## src/rtl/sevseg_scan_driver.sv

```systemverilog
// Multiplexed seven-segment scan driver with frame-synchronous double buffering.
// Ports: clk, rst_n (sync, active-low), wr_en/wr_data/wr_dp (bus write),
//   en_mask (per-digit enable), seg/dp/an (active-low drive), digit_idx,
//   frame_pulse (one cycle after the last slot of each scan).
module sevseg_scan_driver #(
    parameter int N_DIGITS     = 8,
    parameter int REFRESH_DIV  = 100000,
    parameter int BLANK_CYCLES = 4
) (
    input  logic                          clk,
    input  logic                          rst_n,
    input  logic                          wr_en,
    input  logic [4*N_DIGITS-1:0]         wr_data,
    input  logic [N_DIGITS-1:0]           wr_dp,
    input  logic [N_DIGITS-1:0]           en_mask,
    output logic [6:0]                    seg,
    output logic                          dp,
    output logic [N_DIGITS-1:0]           an,
    output logic [$clog2(N_DIGITS)-1:0]   digit_idx,
    output logic                          frame_pulse
);

    localparam int IW = $clog2(N_DIGITS);
    localparam int CW = $clog2(REFRESH_DIV);
    localparam logic [CW-1:0] CNT_MAX = CW'(REFRESH_DIV - 1);
    localparam logic [CW-1:0] BLANK_C = CW'(BLANK_CYCLES);
    localparam logic [IW-1:0] IDX_MAX = IW'(N_DIGITS - 1);

    logic [CW-1:0]         cnt_q, cnt_d;
    logic [IW-1:0]         idx_q, idx_d;
    logic [4*N_DIGITS-1:0] disp_q, disp_d;
    logic [N_DIGITS-1:0]   disp_dp_q, disp_dp_d;
    logic [4*N_DIGITS-1:0] pend_q, pend_d;
    logic [N_DIGITS-1:0]   pend_dp_q, pend_dp_d;
    logic                  pend_valid_q, pend_valid_d;
    logic [6:0]            seg_q, seg_d;
    logic                  dp_q, dp_d;
    logic [N_DIGITS-1:0]   an_q, an_d;
    logic [IW-1:0]         digit_idx_q, digit_idx_d;
    logic                  frame_pulse_q, frame_pulse_d;

    logic                  frame_end;
    logic                  blank;
    logic [3:0]            nib;

    // Active-high segment bits [6:0]; inverted at the pin.
    function automatic logic [6:0] seg_pattern(input logic [3:0] n);
        logic [6:0] p;
        unique case (n)
            4'h0: p = 7'b1110111;
            4'h1: p = 7'b1000001;
            4'h2: p = 7'b1101110;
            4'h3: p = 7'b1101011;
            4'h4: p = 7'b1011001;
            4'h5: p = 7'b0111011;
            4'h6: p = 7'b0111111;
            4'h7: p = 7'b1100001;
            4'h8: p = 7'b1111111;
            4'h9: p = 7'b1111001;
            4'hA: p = 7'b1111101;
            4'hB: p = 7'b0011111;
            4'hC: p = 7'b0110110;
            4'hD: p = 7'b1001111;
            4'hE: p = 7'b0111110;
            default: p = 7'b0111100;
        endcase
        return p;
    endfunction

    always_comb begin
        frame_end = (cnt_q == CNT_MAX) && (idx_q == IDX_MAX);

        cnt_d = cnt_q + 1'b1;
        idx_d = idx_q;
        if (cnt_q == CNT_MAX) begin
            cnt_d = '0;
            idx_d = (idx_q == IDX_MAX) ? '0 : idx_q + 1'b1;
        end

        // Writes park in pend; the display only swaps at the frame boundary.
        // A write landing on the boundary cycle goes straight to disp.
        disp_d       = disp_q;
        disp_dp_d    = disp_dp_q;
        pend_d       = pend_q;
        pend_dp_d    = pend_dp_q;
        pend_valid_d = pend_valid_q;
        if (frame_end) begin
            if (wr_en) begin
                disp_d    = wr_data;
                disp_dp_d = wr_dp;
            end else if (pend_valid_q) begin
                disp_d    = pend_q;
                disp_dp_d = pend_dp_q;
            end
            pend_valid_d = 1'b0;
        end else if (wr_en) begin
            pend_d       = wr_data;
            pend_dp_d    = wr_dp;
            pend_valid_d = 1'b1;
        end

        nib   = disp_q[{idx_q, 2'b00} +: 4];
        blank = (cnt_q < BLANK_C) || !en_mask[idx_q];

        an_d  = '1;
        seg_d = 7'h7F;
        dp_d  = 1'b1;
        if (!blank) begin
            an_d[idx_q] = 1'b0;
            seg_d       = ~seg_pattern(nib);
            dp_d        = ~disp_dp_q[idx_q];
        end
        digit_idx_d   = idx_q;
        frame_pulse_d = frame_end;
    end

    always_ff @(posedge clk) begin
        if (!rst_n) begin
            cnt_q         <= '0;
            idx_q         <= '0;
            disp_q        <= '0;
            disp_dp_q     <= '0;
            pend_q        <= '0;
            pend_dp_q     <= '0;
            pend_valid_q  <= 1'b0;
            seg_q         <= 7'h7F;
            dp_q          <= 1'b1;
            an_q          <= '1;
            digit_idx_q   <= '0;
            frame_pulse_q <= 1'b0;
        end else begin
            cnt_q         <= cnt_d;
            idx_q         <= idx_d;
            disp_q        <= disp_d;
            disp_dp_q     <= disp_dp_d;
            pend_q        <= pend_d;
            pend_dp_q     <= pend_dp_d;
            pend_valid_q  <= pend_valid_d;
            seg_q         <= seg_d;
            dp_q          <= dp_d;
            an_q          <= an_d;
            digit_idx_q   <= digit_idx_d;
            frame_pulse_q <= frame_pulse_d;
        end
    end

    assign seg         = seg_q;
    assign dp          = dp_q;
    assign an          = an_q;
    assign digit_idx   = digit_idx_q;
    assign frame_pulse = frame_pulse_q;

endmodule

```

## config.mk

```make
export PLATFORM = sky130hd
export DESIGN_NAME = sevseg_scan_driver
export DESIGN_NICKNAME = d
export VERILOG_FILES = /design/src/rtl/sevseg_scan_driver.sv
export SDC_FILE = /design/constraint.sdc
export NUM_CORES = 1
export LEC_CHECK = 0
export ABC_AREA = 1
export CAP_MARGIN = 10
export CORE_UTILIZATION = 51
export DETAILED_ROUTE_END_ITERATION = 8
export PLACE_DENSITY_LB_ADDON = 0.15
export SLEW_MARGIN = 20
export SYNTH_ARGS = -nofsm -noshare
export SYNTH_HDL_FRONTEND = slang
export SYNTH_SLANG_ARGS = --single-unit
export TNS_END_PERCENT = 50
```

## constraint.sdc

```tcl
create_clock -name clk -period 1.59 [get_ports clk]
set_input_delay 0.318 -clock clk [delete_from_list [all_inputs] [get_ports clk]]
set_output_delay 0.318 -clock clk [all_outputs]
set_load 0.1 [all_outputs]
```

# After elaboration in Yosys (flattened, before gate mapping)
# Memories as Yosys holds them, arrays and structs flattened.
# Cells that the tools add are included.
# Widths: inputs -> output; s select.
# word_totals
ff_bits,121
mem_bits_ro,112
inputBits,51
output_inout_bits,20
word_cells,48
n_memories,1
# op_classes
add_sub_neg,2
n_lt_le_gt_ge,3
eq_ne,2
n_shift,1
muxes,12
bitwise,5
n_reduce_logical,10
# memory_table
memory,depth,width,read_ports,rd_clocked_by_memory_dff,write_ports,line,text
(name not given),16,7,1,0,0,49,unique case (n)
# op_table
op,n
$mux 32,2
$shiftx 32x6->4,1
$add 17x1->17 const B,1
$eq 17x17->1 const B,1
$lt 17x3->1 const B,1
$mux 8,2
$not 8->8,1
$mux 7,1
$not 7->7,1
$bmux 1 s3,2
$reduce_or 2->1,3
$lt 3x4->1 const B,1
$reduce_and 2->1,2
$add 3x1->3 const B,1
$demux 1 s3,1
$eq 3x3->1 const B,1
$ge 3x1->1 const B,1
$mux 1,3
$mux 3,1
$not 1->1,3
$logic_and 1x1->1,2
$reduce_bool 2->1,1
$logic_not 1->1,1
$logic_or 1x1->1,1

# Depth between registers and ports, before layout
# Gate-level depths: netlist of the first run.
# logic_depth
depth_word,6
mapped_depth,13
mapped_depth_nobuf,11

# Worst setup path before layout of the first run
# Ideal clock, no wire load.
# synth_timing
path_kind,flip-flop to flip-flop
start,register idx_q[0] (netlist: digit_idx_d[0])
end,register seg_q[1] (netlist: seg[1])
setup_time_ns,0.125
arrival_time_ns,1.609
t_required_ns,1.465
path_slack_ns,-0.145
stages_incl_launch_ff,13
path_buffers,2
synth_period_minus_slack_ns,1.735
cell_sequence,dfxtp_1 buf_2 inv_2 buf_2 nand2_1 nand3_1 nand2_1 nor2_1 ha_1 inv_1 nand2_1 nand3_1 nand3_1
# synth_between
elab_chain_len,5
elab_cells_between_ends,9
classes_between,shift (1); mux (3); bitwise (1); reduce/logical (3); memory (1)
# synth_lines
element,line,text
start: declaration,30,"logic [IW-1:0] idx_q, idx_d;"
start signal: assignment,133,idx_q <= idx_d;
branches (longest 5 deep; another with $mem_v2 16x7),n/a,
end signal: assignment,139,seg_q <= seg_d;
end: declaration,36,"logic [6:0] seg_q, seg_d;"
# Several ways; the timed one is not identified. The select of a mux whose other input is x is not followed.
# A chain may end at the register's enable or synchronous reset.

# Final worst setup path of the first run
# layout_timing
start,register idx_q[0] (netlist: digit_idx_d[0])
end,register seg_q[6] (netlist: seg[6])
# Same word-level chain as after synthesis.

==> summary.md, run 1 <==
| Metric | Value |
|---|---|
| Max-cap violations | 0 |
| Synth area leaders | dfxtp_1, nand2_1, inv_1 |
| Initial DRT Pass Iterations | 5 |
| Netlist Area Pre-Place | about 0.0063 mm2 |
| Starting Density | 52.32% |
| Slowest cell on the critical path | dfxtp_4 |
| Post-layout nets | 1,134 |
| Largest net degree at the start of global routing | slightly above 50 |
| Ant diodes | 0 |
| CTS clk-pin slew, worst paths | approximately 0.050 ns |
| Initial antenna violation count | 0 |
| Share of cells above drive strength 1 | roughly 30% |
| Final Max Slew Viols | 0 |
| List of most frequent post-synthesis cells | nand2_1, inv_1, dfxtp_1 |
| WP data arrival | 2.07 ns |
| CP Data Required Time | roughly 1.9 ns |
| Post-synthesis mux area share | between 6 and 7% |
| Tot GR Track Use | between 20% and 30% |
| Clk_lat worst skew | around 0.43 ns |
| First-pass GRT wire length | 27.63 mm |
| Worst-path fanout max | 9 |
| Total number of yosys warnings | 0 |
| Dominant synthesized flop cell | dfxtp_1 |
| Min cycle time layout | between 1.5 and 2 ns |
| CTS Hold Bufs | 0 |
| DRC | 0 |
| Crit-path cells | buf_16 -> buf_4 -> nand2_1 -> nand3_1 -> nand2_2 -> nor2_4 -> buf_6 -> nand2_1 -> nand3_1 -> nand3_2 |
| Worst setup margin | -0.1670 ns |
| Row count | 40 |
| Final ANT Viol Nets | 0 |
| Area share of the largest cell type after synthesis | between 30% and 40% |
| Static Leak | 4.390 nW |
| Status | finished with violations |
| Least-Margin Pin Slew | around 0.29 ns |
| Xor and xnor area share after synthesis | 0.5598% |
| Final WL | 18.47 mm |
| Most area-hungry cell type in the Yosys netlist | dfxtp_1 |
| Syn avg cell area | between 6 and 7 um2 |
| Drt initial violations | slightly below 500 |
| Via count | 6,503 |
| TritonCTS clock tree | yes |
| Post-synthesis async set-or-reset flop share | 0% |
| Syn Inst Count | 940 |
| Worst stage delay on the critical path | ~0.5 ns |
| Core ar. | 0.01196 mm2 |
| Synth unique cells | 23 |
| Fin. Hold Viols | 0 |
| Post-Route Skew | about 0.005 ns |
| Layout Cells excl Fill | 1,235 |
| Vias in the first global route | 5,925 |
| Post-layout instance area | about 0.0095 mm2 |
| Most common cell in the synthesized netlist | nand2_1 |
| Die Area | 0.01272 mm2 |
| CP Launch Type | flip-flop |
| Post-synth EDFFs | 0 |
| Rel. slew slack | 79.81% |
| CTS buffer count | 17 |
| Clk root buf | clkbuf_16 |
| Unrepaired setup endpoints after global routing | yes |
| Depth of the CTS H-tree | 4 |
| PD cells | 855.0 mW/mm2 |
| I/O Buffers | 70 |
| Syn Nets | 999 |
| Violated checks | negative setup slack |
| Final Setup Violations | between 90 and 100 |
| Gp weighted congestion | 0.8108 |
| Seq/Total Area, Yosys | 38.70% |
| Highest clock rate | between 500 and 600 MHz |
| I/O pins | 71 |
| Post-synthesis compound-gate area fraction | 5.318% |
| Chip width | about 110 um |
| Crit share post-route | 110.5% |
| # placed instances | 1,178 |
| CP Class | flip-flop to flip-flop |
| Worst hold path type | input pin to flip-flop |
| Routed wire per std cell | 14.96 um |
| CTS max path bufs | 2 |
| Synth Area in Adders | 1.599% |
| GRT overflow | 0 |
| CP Capture Type | flip-flop |
| Placed cell areas | 0.007806 mm2 |
| Num Clock Sinks | approximately 120 |
| Average via count per standard cell | 5.266 |
| Worst VDD drop | 0.8468 mV |
| Area Overhead vs Synth | 52.10% |
| Combinational family with the most area after synthesis | simple AND/OR/NAND/NOR gates |
| Synth Register Bits | 121 |
| HPWL after detailed placement | 10.17 mm |
| Simple-gate portion of the synthesized area | between 30% and 40% |
| Die height | between 100 and 150 um |
## through the flow
stage	hold slack, ns	worst slack, ns	total power, W	setup TNS (ns)	utilization (%)
6_report	0.3419	-0.1670	0.008138	-7.252	79.58
5_1_grt	0.3935	-0.2263	0.008362	-15.15	79.58
4_1_cts	0.3700	-0.07002	0.008110	-2.743	74.73
3_5_place_dp	0.4666	-0.1361	0.003849	-4.796	65.26
3_3_place_gp	0.4576	-0.09551	0.003839	-1.974	65.26
2_1_floorplan	0.4179	-0.008696	0.003583	-0.008696	-
## where the power goes
group | leakage (nW) | switching (W) | total [W] | internal [W]
combinational | 3.08 | 0.000355 | 0.000690 | 0.000336
sequential | 0.990 | 0.0000531 | 0.00317 | 0.00311
clock | 0.318 | 0.00139 | 0.00428 | 0.00289
## cells in the final DEF (no fill, tap or decap), types with 11 or more instances in the layout
master,n
dfxtp_1,115
nor2_2,14
a21oi_1,24
nand2_2,32
mux2i_1,40
clkbuf_16,20
inv_2,20
nand2_1,174
clkdlybuf4s50_1,48
buf_4,72
inv_1,130
nand4_1,46
nand2_4,11
nor2_1,96
nand3_2,30
buf_6,12
a21oi_2,23
nand3_1,67
buf_12,31
## final cells by class
class / count / area (um2)
Timing Repair Buffer: 174 / 2002
Multi-Input combinational cell: 609 / 3661
Inverter: 151 / 579.3
Clock inverter: 8 / 165.2
Fill cell: 761 / 2442
Timing Repair inverter: 1 / 8.758
Tap cell: 147 / 183.9
Sequential cell: 121 / 2437
Clock buffer: 24 / 481.7
## worst max-delay path: cells and delay by family, from the launching register on
kind / cells / cell delay, ns
simple gates: 7 / 0.75
buf+inv: 3 / 0.40
flops: 1 / 0.49
## worst paths after layout
kind | startpoint | endpoint | slack, ns | cells past startpoint
setup reg to reg | digit_idx_d[0]$_SDFFE_PN0N_ | seg[6]$_SDFF_PP1_ | -0.17 | 10
hold / removal | rst_n | digit_idx_d[1]$_SDFFE_PN0N_ | 0.34 | 4
hold reg to reg | pend_q[21]$_SDFFE_PN0P_ | pend_q[21]$_SDFFE_PN0P_ | 0.48 | 2
setup / recovery | digit_idx_d[0]$_SDFFE_PN0N_ | seg[6]$_SDFF_PP1_ | -0.17 | 10
## cells by family (layout without fill, tap and decap cells)
| logic type | after synthesis | after routing |
|---|---|---|
| AO/OA/AOI/OAI | 64 | 64 |
| XOR/XNOR | 4 | 4 |
| adder cells (fa/ha/maj) | 8 | 8 |
| buffers and inverters | 210 | 358 |
| flip-flops | 121 | 121 |
| multiplexers | 40 | 40 |
| AND/OR/NAND/NOR | 493 | 493 |
## repair_timing
| action | in CTS | in global routing |
|---|---|---|
| pin swaps | 14 | 56 |
| gates resized for setup | 81 | 133 |
| setup buffers | 8 | 8 |
| setup endpoints to repair | 90 | 115 |
| cloned | 6 | 7 |
| endpoints found under the hold margin | 0 | 0 |
## registers in the layout, summed over array words and instances (netlist names), 3 cells and up
register / count
an: 8
cnt_q: 17
digit_idx: 3
digit_idx_d: 3
disp_dp_q: 8
disp_q: 32
pend_dp_q: 8
pend_q: 32
seg: 7
## layer usage
layer | track usage, % | vias to the layer above | wire (um)
met3 | 6.160 | 55 | 851
met1 | 33.69 | 3000 | 7850
met4 | 12.36 | 0 | 583
met5 | 0 | - | 0
li1 | - | 3238 | -
met2 | 46.58 | 210 | 9187
Note: power is estimated with default switching activity, not from simulation.
==> run 2: changes to the inputs <==
--- a/config.mk
+++ b/config.mk
@@ -8,6 +8,7 @@
 export ABC_AREA = 1
 export CAP_MARGIN = 10
 export CORE_UTILIZATION = 51
+export CTS_CLUSTER_DIAMETER = 30
 export DETAILED_ROUTE_END_ITERATION = 8
 export PLACE_DENSITY_LB_ADDON = 0.15
 export SLEW_MARGIN = 20
==> constraint.sdc (replaced) <==
create_clock -name clk -period 1.59 [get_ports clk]
set_input_delay 0.2385 -clock clk [delete_from_list [all_inputs] [get_ports clk]]
set_output_delay 0.2385 -clock clk [all_outputs]
set_load 0.1 [all_outputs]
==> run 2 against run 1 <==
The run still ends with negative setup slack left; clock skew increased by 0.0036 ns; hold slack got worse by 0.061 ns; final cell count increased by 0.16%; clock power decreased by 19%; first-iteration DRC count increased by 2.1%; sequential share of layout area increased by 0.24 points; total power decreased by 10%; core utilization decreased by 0.70 points; largest cell class unchanged; largest power group unchanged; highest routed layer unchanged.
==> summary.md, run 2 (synthesized netlist as in run 1, its figures left out) <==
| Metric | Value |
|---|---|
| Status | finished with violations |
| Violated checks | negative setup slack |
| Grt met1 use | 34.11% (+0.42 points) |
| Max-cap violations | 0 (unchanged) |
| Post-layout nets | 1,139 (+0.44%) |
| Post-Route Skew | 0.008656 ns (+0.003598 ns) |
| Post-Route Setup TNS | -4.427 ns (+2.825 ns) |
| Drt initial violations | 494 (+2.1%) |
| CP Capture Type | flip-flop |
| Rel. slew slack | 67.86% (-12 points) |
| Starting Density | 52.32% (unchanged) |
| Worst hold path type | input pin to flip-flop |
| Final Max Slew Viols | 0 (unchanged) |
| Initial DRT Pass Iterations | 6 (+1) |
| Fin. Hold Viols | 0 (unchanged) |
| Clk root buf | clkbuf_16 |
| # placed instances | 1,177 (-0.085%) |
| Area taken by multi-input logic gates | 0.003487 mm2 (-4.8%) |
| Final WL | 19.18 mm (+3.8%) |
| Via count | 6,640 (+2.1%) |
| Post-layout util | 78.88% (-0.70 points) |
| Final hold slack | 0.2813 ns (-0.06058 ns) |
| Initial antenna violation count | 0 (unchanged) |
| Most frequent cells in the layout | nand2_1, inv_1, dfxtp_1 |
| Final Setup Violations | 74 (-20%) |
| CP Data Required Time | 1.93 ns (+0.03 ns) |
| Worst setup margin | -0.1557 ns (+0.01129 ns) |
| Least-Margin Pin Slew | 0.4820 ns (+0.1876 ns) |
| Highest clock rate | 572.8 MHz (+0.65%) |
| PD cells | 776.6 mW/mm2 (-9.2%) |
| Tot GR Track Use | 26.99% (-0.60 points) |
| Final ANT Viol Nets | 0 (unchanged) |
| Gp weighted congestion | 0.8245 (+1.7%) |
| Average via count per standard cell | 5.368 (+1.9%) |
| Area Overhead vs Synth | 50.76% |
| Clk_lat worst skew | 0.42 ns (about the same) |
| Vias in the first global route | 5,687 (-4.0%) |
| Routed wire per std cell | 15.50 um (+3.7%) |
| Reg area | 0.002439 mm2 (about the same) |
| Gr busiest metal | met2 |
| Total power | 0.007327 W (-10%) |
| Die height | 112.8 um (unchanged) |
| Top flop regs | disp_q x32, pend_q x32, cnt_q x17 |
| Fill cells | 758 (-0.39%) |
| Chip width | 112.8 um (unchanged) |
| Depth of the CTS H-tree | 4 (unchanged) |
| Commonest non-fill, non-tap cell in the layout | nand2_1 |
| CP Launch Type | flip-flop |
| Num Clock Sinks | 121 (unchanged) |
| Row count | 40 (unchanged) |
| WP data arrival | 2.09 ns (+0.02 ns) |
| CTS clk-pin slew, worst paths | 0.05 ns (about the same) |
| GRT overflow | 0 (unchanged) |
| HPWL after detailed placement | 10.15 mm (-0.19%) |
| Share of cells above drive strength 1 | 26.33% (-3.4 points) |
| Ant diodes | 0 (unchanged) |
| Die Area | 0.01272 mm2 (unchanged) |
| Unrepaired setup endpoints after global routing | yes |
| DRC | 0 (unchanged) |
| CTS buffer count | 17 (unchanged) |
| Largest net degree at the start of global routing | 51 (unchanged) |
| TritonCTS clock tree | yes |
| CP Class | flip-flop to flip-flop |
| Met2 Use GR | 44.24% (-2.3 points) |
| CTS max path bufs | 2 (unchanged) |
| Min cycle time layout | 1.746 ns (-0.01129 ns) |
| Worst VDD drop | 0.7684 mV (-9.3%) |
| Crit share post-route | 109.8% (-0.71 points) |
| Worst-path fanout max | 5 (-4) |
| Static Leak | 4.410 nW (+0.44%) |
| First-pass GRT wire length | 27.07 mm (-2.0%) |
| GRT met3 Usage | 5.678% (-0.48 points) |
| I/O pins | 71 (unchanged) |
| Core ar. | 0.01196 mm2 (unchanged) |
| Layout Cells excl Fill | 1,237 (+0.16%) |
| I/O Buffers | 70 (unchanged) |
[run 2: metrics by stage]
stage,cell area [um2],setup WS [ns]
2_1_floorplan,6299,-0.008696
3_3_place_gp,7786,-0.09734
3_5_place_dp,7786,-0.1422
4_1_cts,8678,-0.1126
5_1_grt,9435,-0.2129
6_report,9435,-0.1557
[run 2: report_power, final]
group	internal, W	leakage (nW)	switching (W)
registers	0.00311	0.991	0.0000562
logic	0.000329	3.16	0.000366
clock network	0.00216	0.262	0.00130
total	0.00560	4.41	0.00172
[run 2: cell type report]
class | count | share of cell area [%]
clock buffer | 26 | 5.397
clock inverter | 3 | 0.1591
inverter | 151 | 6.060
multi-input combinational | 610 | 36.96
sequential | 121 | 25.85
tap | 147 | 1.949
timing repair buffer | 179 | 23.63
[run 2: worst max-delay path, stage by stage (launching register included)]
cell     delay, ns
dfxtp_2       0.35
ha_4          0.15
nand3_4       0.09
nor2_4        0.10
nand2_2       0.07
nor2_4        0.11
buf_6         0.13
nand3_4       0.11
buf_4         0.17
buf_12        0.13
nand2_1       0.07
inv_2         0.05
nor2_2        0.15
[run 2: timing repair]
item | 4_1_cts | 5_1_grt
gates cloned | 7 | 12
setup buffers | 6 | 7
gates resized for setup | 47 | 133
pin swaps | 8 | 36
hold buffers | 0 | 0
endpoints found under the setup margin | 95 | 112
[run 2: path summary, 6_finish.rpt]
check | from | end | slack [ns] | depth (start not counted)
min | rst_n | digit_idx_d[1]$_SDFFE_PN0N_ | 0.28 | 4
max | cnt_q[1]$_SDFF_PP0_ | disp_dp_q[0]$_SDFFE_PN0P_ | -0.16 | 12
min reg2reg | pend_q[29]$_SDFFE_PN0P_ | pend_q[29]$_SDFFE_PN0P_ | 0.47 | 2
max reg2reg | cnt_q[1]$_SDFF_PP0_ | disp_dp_q[0]$_SDFFE_PN0P_ | -0.16 | 12
[run 2: routing by layer]
layer / share of wire [%] / vias up
met4: 4.6 / 0
met5: 0 / -
met3: 6.2 / 70
met2: 49 / 281
met1: 41 / 3041
li1: - / 3248
==> run 3: changes to the inputs <==
--- a/config.mk
+++ b/config.mk
@@ -5,10 +5,10 @@
 export SDC_FILE = /design/constraint.sdc
 export NUM_CORES = 1
 export LEC_CHECK = 0
-export ABC_AREA = 1
 export CAP_MARGIN = 10
-export CORE_UTILIZATION = 51
+export CORE_UTILIZATION = 50
 export CTS_CLUSTER_DIAMETER = 30
+export CTS_CLUSTER_SIZE = 8
 export DETAILED_ROUTE_END_ITERATION = 8
 export PLACE_DENSITY_LB_ADDON = 0.15
 export SLEW_MARGIN = 20
==> run 3 against run 2 <==
The run still ends with negative setup slack left; worst setup slack worse by 0.43 ns; area after synthesis is 11% lower; routed wire length is 19% lower; hold slack worse by 0.11 ns; first-iteration DRC count is 28% lower; cell area is 10% lower; total power is 5.4% higher; sequential share of layout area is 2.9 points higher; highest routed layer unchanged; maximum frequency is 20% lower; critical path depth is 6 lower; die area is 9.5% lower; combinational power is 17% lower; critical endpoint is now seg[1]$_SDFF_PP1_.
==> summary.md, run 3 <==
| Metric | Value |
|---|---|
| Most area-hungry cell type in the Yosys netlist | dfxtp_1 |
| Status | finished with violations |
| Max-cap violations | 0 (unchanged) |
| Syn avg cell area | 9.489 um2 (+43%) |
| Die Area | 0.01151 mm2 (-9.5%) |
| Highest clock rate | 459.7 MHz (-20%) |
| I/O pins | 71 (unchanged) |
| TritonCTS clock tree | yes |
| Share of cells above drive strength 1 | 31.52% (+5.2 points) |
| Depth of the CTS H-tree | 4 (unchanged) |
| Post-synthesis async set-or-reset flop share | 0% (unchanged) |
| Top flop regs | disp_q x32, pend_q x32, cnt_q x17 |
| Min cycle time layout | 2.175 ns (+0.4298 ns) |
| Switching power share of the total | 22.15% (-1.4 points) |
| Slowest cell on the critical path | mux4_2 |
| WP data arrival | 2.58 ns (+0.49 ns) |
| Clk_lat worst skew | 0.52 ns (+0.10 ns) |
| Total number of yosys warnings | 0 (unchanged) |
| HPWL after detailed placement | 8.788 mm (-13%) |
| Most common cell in the synthesized netlist | nand2_1 |
| Crit share post-route | 136.8% (+27 points) |
| Worst hold path type | input pin to flip-flop |
| Syn Nets | 643 (-36%) |
| Final WL | 15.54 mm (-19%) |
| Starting Density | 51.12% (-1.2 points) |
| List of most frequent post-synthesis cells | nand2_1, dfxtp_1, mux2i_1 |
| Post-layout instance area | 0.008453 mm2 (-10%) |
| Via count | 4,891 (-26%) |
| Commonest non-fill, non-tap cell in the layout | dfxtp_1 |
| Synth Register Bits | 121 (unchanged) |
| CP Data Required Time | 2.00 ns (+0.07 ns) |
| Clk root buf | clkbuf_8 |
| Crit-path cells | mux4_2 -> mux2i_4 -> ha_4 -> or3_1 -> a21oi_1 -> o31ai_1 |
| Post-layout nets | 798 (-30%) |
| Dominant synthesized flop cell | dfxtp_1 |
| DRC | 0 (unchanged) |
| GRT overflow | 0 (unchanged) |
| Area share of the largest cell type after synthesis | 43.71% (+5.0 points) |
| Rel. slew slack | 71.95% (+4.1 points) |
| I/O Buffers | 70 (unchanged) |
| # placed instances | 838 (-29%) |
| Synth area leaders | dfxtp_1, mux2i_1, nand2_1 |
| Fill cells | 677 (-11%) |
| Crit path max-delay family | multiplexers |
| Unrepaired setup endpoints after global routing | yes |
| Layout Cells excl Fill | 892 (-28%) |
| Net Sw Power | 0.001711 W (-0.71%) |
| Initial DRT Pass Iterations | 6 (unchanged) |
| Largest net degree at the start of global routing | 92 (+80%) |
| Average via count per standard cell | 5.483 (+2.1%) |
| Gp weighted congestion | 0.8295 (+0.61%) |
| Internal power | 0.006013 W (+7.3%) |
| Area Overhead vs Synth | 52.54% |
| CTS clk-pin slew, worst paths | 0.06 ns (about the same) |
| Most frequent cells in the layout | dfxtp_1, nand2_1, buf_4 |
| Post-Route Skew | 0.007753 ns (-0.0009031 ns) |
| Post-synth EDFFs | 0 (unchanged) |
| Chip width | 107.3 um (-4.9%) |
| Fin. Hold Viols | 0 (unchanged) |
| Tot GR Track Use | 25.22% (-1.8 points) |
| Least-Margin Pin Slew | 0.4090 ns (-0.07300 ns) |
| Drt initial violations | 358 (-28%) |
| Core ar. | 0.01084 mm2 (-9.4%) |
| Worst VDD drop | 0.5727 mV (-25%) |
| Num Clock Sinks | 121 (unchanged) |
| Violated checks | negative setup slack |
| Vias in the first global route | 4,678 (-18%) |
| CTS max path bufs | 2 (unchanged) |
| Clock share of power | 51.9% (+4.7 points) |
| CP Capture Type | flip-flop |
| Placed cell areas | 0.007183 mm2 (-7.7%) |
| Final hold slack | 0.1745 ns (-0.1068 ns) |
| Crit path buf inv count | 0 (-4) |
| First-pass GRT wire length | 22.39 mm (-17%) |
| Routed wire per std cell | 17.42 um (+12%) |
| Ant diodes | 0 (unchanged) |
| CTS buffer count | 17 (unchanged) |
| Pre-CTS setup slack | -0.7431 ns (-0.6010 ns) |
| Worst setup margin | -0.5855 ns (-0.4298 ns) |
| Synth unique cells | 45 (+96%) |
| Worst stage delay on the critical path | 0.56 ns (+0.21 ns) |
| Post-Route Setup TNS | -43.04 ns (-38.61 ns) |
| Worst-path fanout max | 6 (+1) |
| CP Class | flip-flop to flip-flop |
| Static Leak | 3.888 nW (-12%) |
| PD cells | 913.8 mW/mm2 (+18%) |
| Final Max Slew Viols | 0 (unchanged) |
| Netlist Area Pre-Place | 0.005542 mm2 (-11%) |
| CTS Hold Bufs | 0 (unchanged) |
| Final Setup Violations | 116 (+57%) |
| Seq/Total Area, Yosys | 43.71% (+5.0 points) |
| Syn Inst Count | 584 (-38%) |
| Flop pwr share | 40.6% (-2.7 points) |
| Row count | 38 (-5.0%) |
| Die height | 107.3 um (-4.9%) |
| Comb power frac | 7.5% (-2.0 points) |
| Initial antenna violation count | 0 (unchanged) |
| Final ANT Viol Nets | 0 (unchanged) |
| CP Launch Type | flip-flop |
==> run 3: cell types whose count changed after synthesis, sizes merged, moves of 40 or more <==
| cell | delta |
|---|---|
| nor2 | -92 |
| a21boi | +42 |
| nand3 | -88 |
| o211a | +40 |
| a21oi | -48 |
| nand2 | -84 |
| inv | -144 |
| nand4 | -41 |
==> run 3: final cells by class <==
class / instances / area (um2) / share of cell area, %
multi-input cells: 414 / 3169 / 37.49
flip-flops and latches: 121 / 2430 / 28.74
repair buffers: 178 / 2032 / 24.04
clock buffers: 20 / 445.4 / 5.269
well taps: 140 / 175.2 / 2.072
clock inverters: 12 / 172.7 / 2.043
inverters: 7 / 28.78 / 0.3404
==> run 3: cells by family after synthesis <==
kind of cell | synth area share, %
DFF | 43.71
AOI/OAI and AO/OA | 16.96
buffers and inverters | 4.990
muxes | 12.67
and+or+nand+nor | 17.50
xor gates and xnor gates | 2.371
adders and majority gates | 1.806
==> run 3: routing by layer <==
metal,global-route usage (%),part of all wire [%]
met1,30.03,40
met2,43.32,53
met3,5.993,4.6
met4,10.76,2.1
met5,0,0
==> run 3: worst reg2reg max path, cell delays in order (launching register included) <==
cell	delay [ns]
dfxtp_4	0.41
mux4_2	0.56
mux2i_4	0.25
ha_4	0.26
or3_1	0.34
a21oi_1	0.15
o31ai_1	0.09
==> run 3: metrics by stage <==
step / power, W / utilization, %
6_report: 0.007724 / 77.98
3_5_place_dp: 0.003710 / 66.26
3_3_place_gp: 0.003695 / 66.26
2_1_floorplan: 0.003465 / -
4_1_cts: 0.007713 / 73.49
5_1_grt: 0.007961 / 77.98
==> run 3: path summary, 6_finish.rpt <==
path                                             startpoint                        end  slack [ns]  cells past startpoint
worst max-delay path            digit_idx_d[0]$_SDFFE_PN0N_          seg[1]$_SDFF_PP1_       -0.59                      6
worst min-delay path                                  wr_en  pend_valid_q$_SDFFE_PP0P_        0.17                      3
worst max register to register  digit_idx_d[0]$_SDFFE_PN0N_          seg[1]$_SDFF_PP1_       -0.59                      6
worst min register to register       pend_q[3]$_SDFFE_PN0P_     pend_q[3]$_SDFFE_PN0P_        0.46                      2
==> run 3: repair_timing <==
action,4_1_cts,5_1_grt
pin swaps,16,6
cloned,1,9
endpoints found under the setup margin,117,117
hold endpoints to repair,0,0
setup buffers,5,7
gates resized for setup,34,60
==> run 3: power groups by stage <==
stage / Combinational [W] / Clock (W) / Sequential [W]
final: 0.000579 / 0.00401 / 0.00314
after global routing: 0.000621 / 0.00420 / 0.00314
after CTS: 0.000536 / 0.00404 / 0.00314
after detailed placement: 0.000507 / 0 / 0.00320
after global placement: 0.000496 / 0 / 0.00320
after floorplan: 0.000243 / 0 / 0.00322
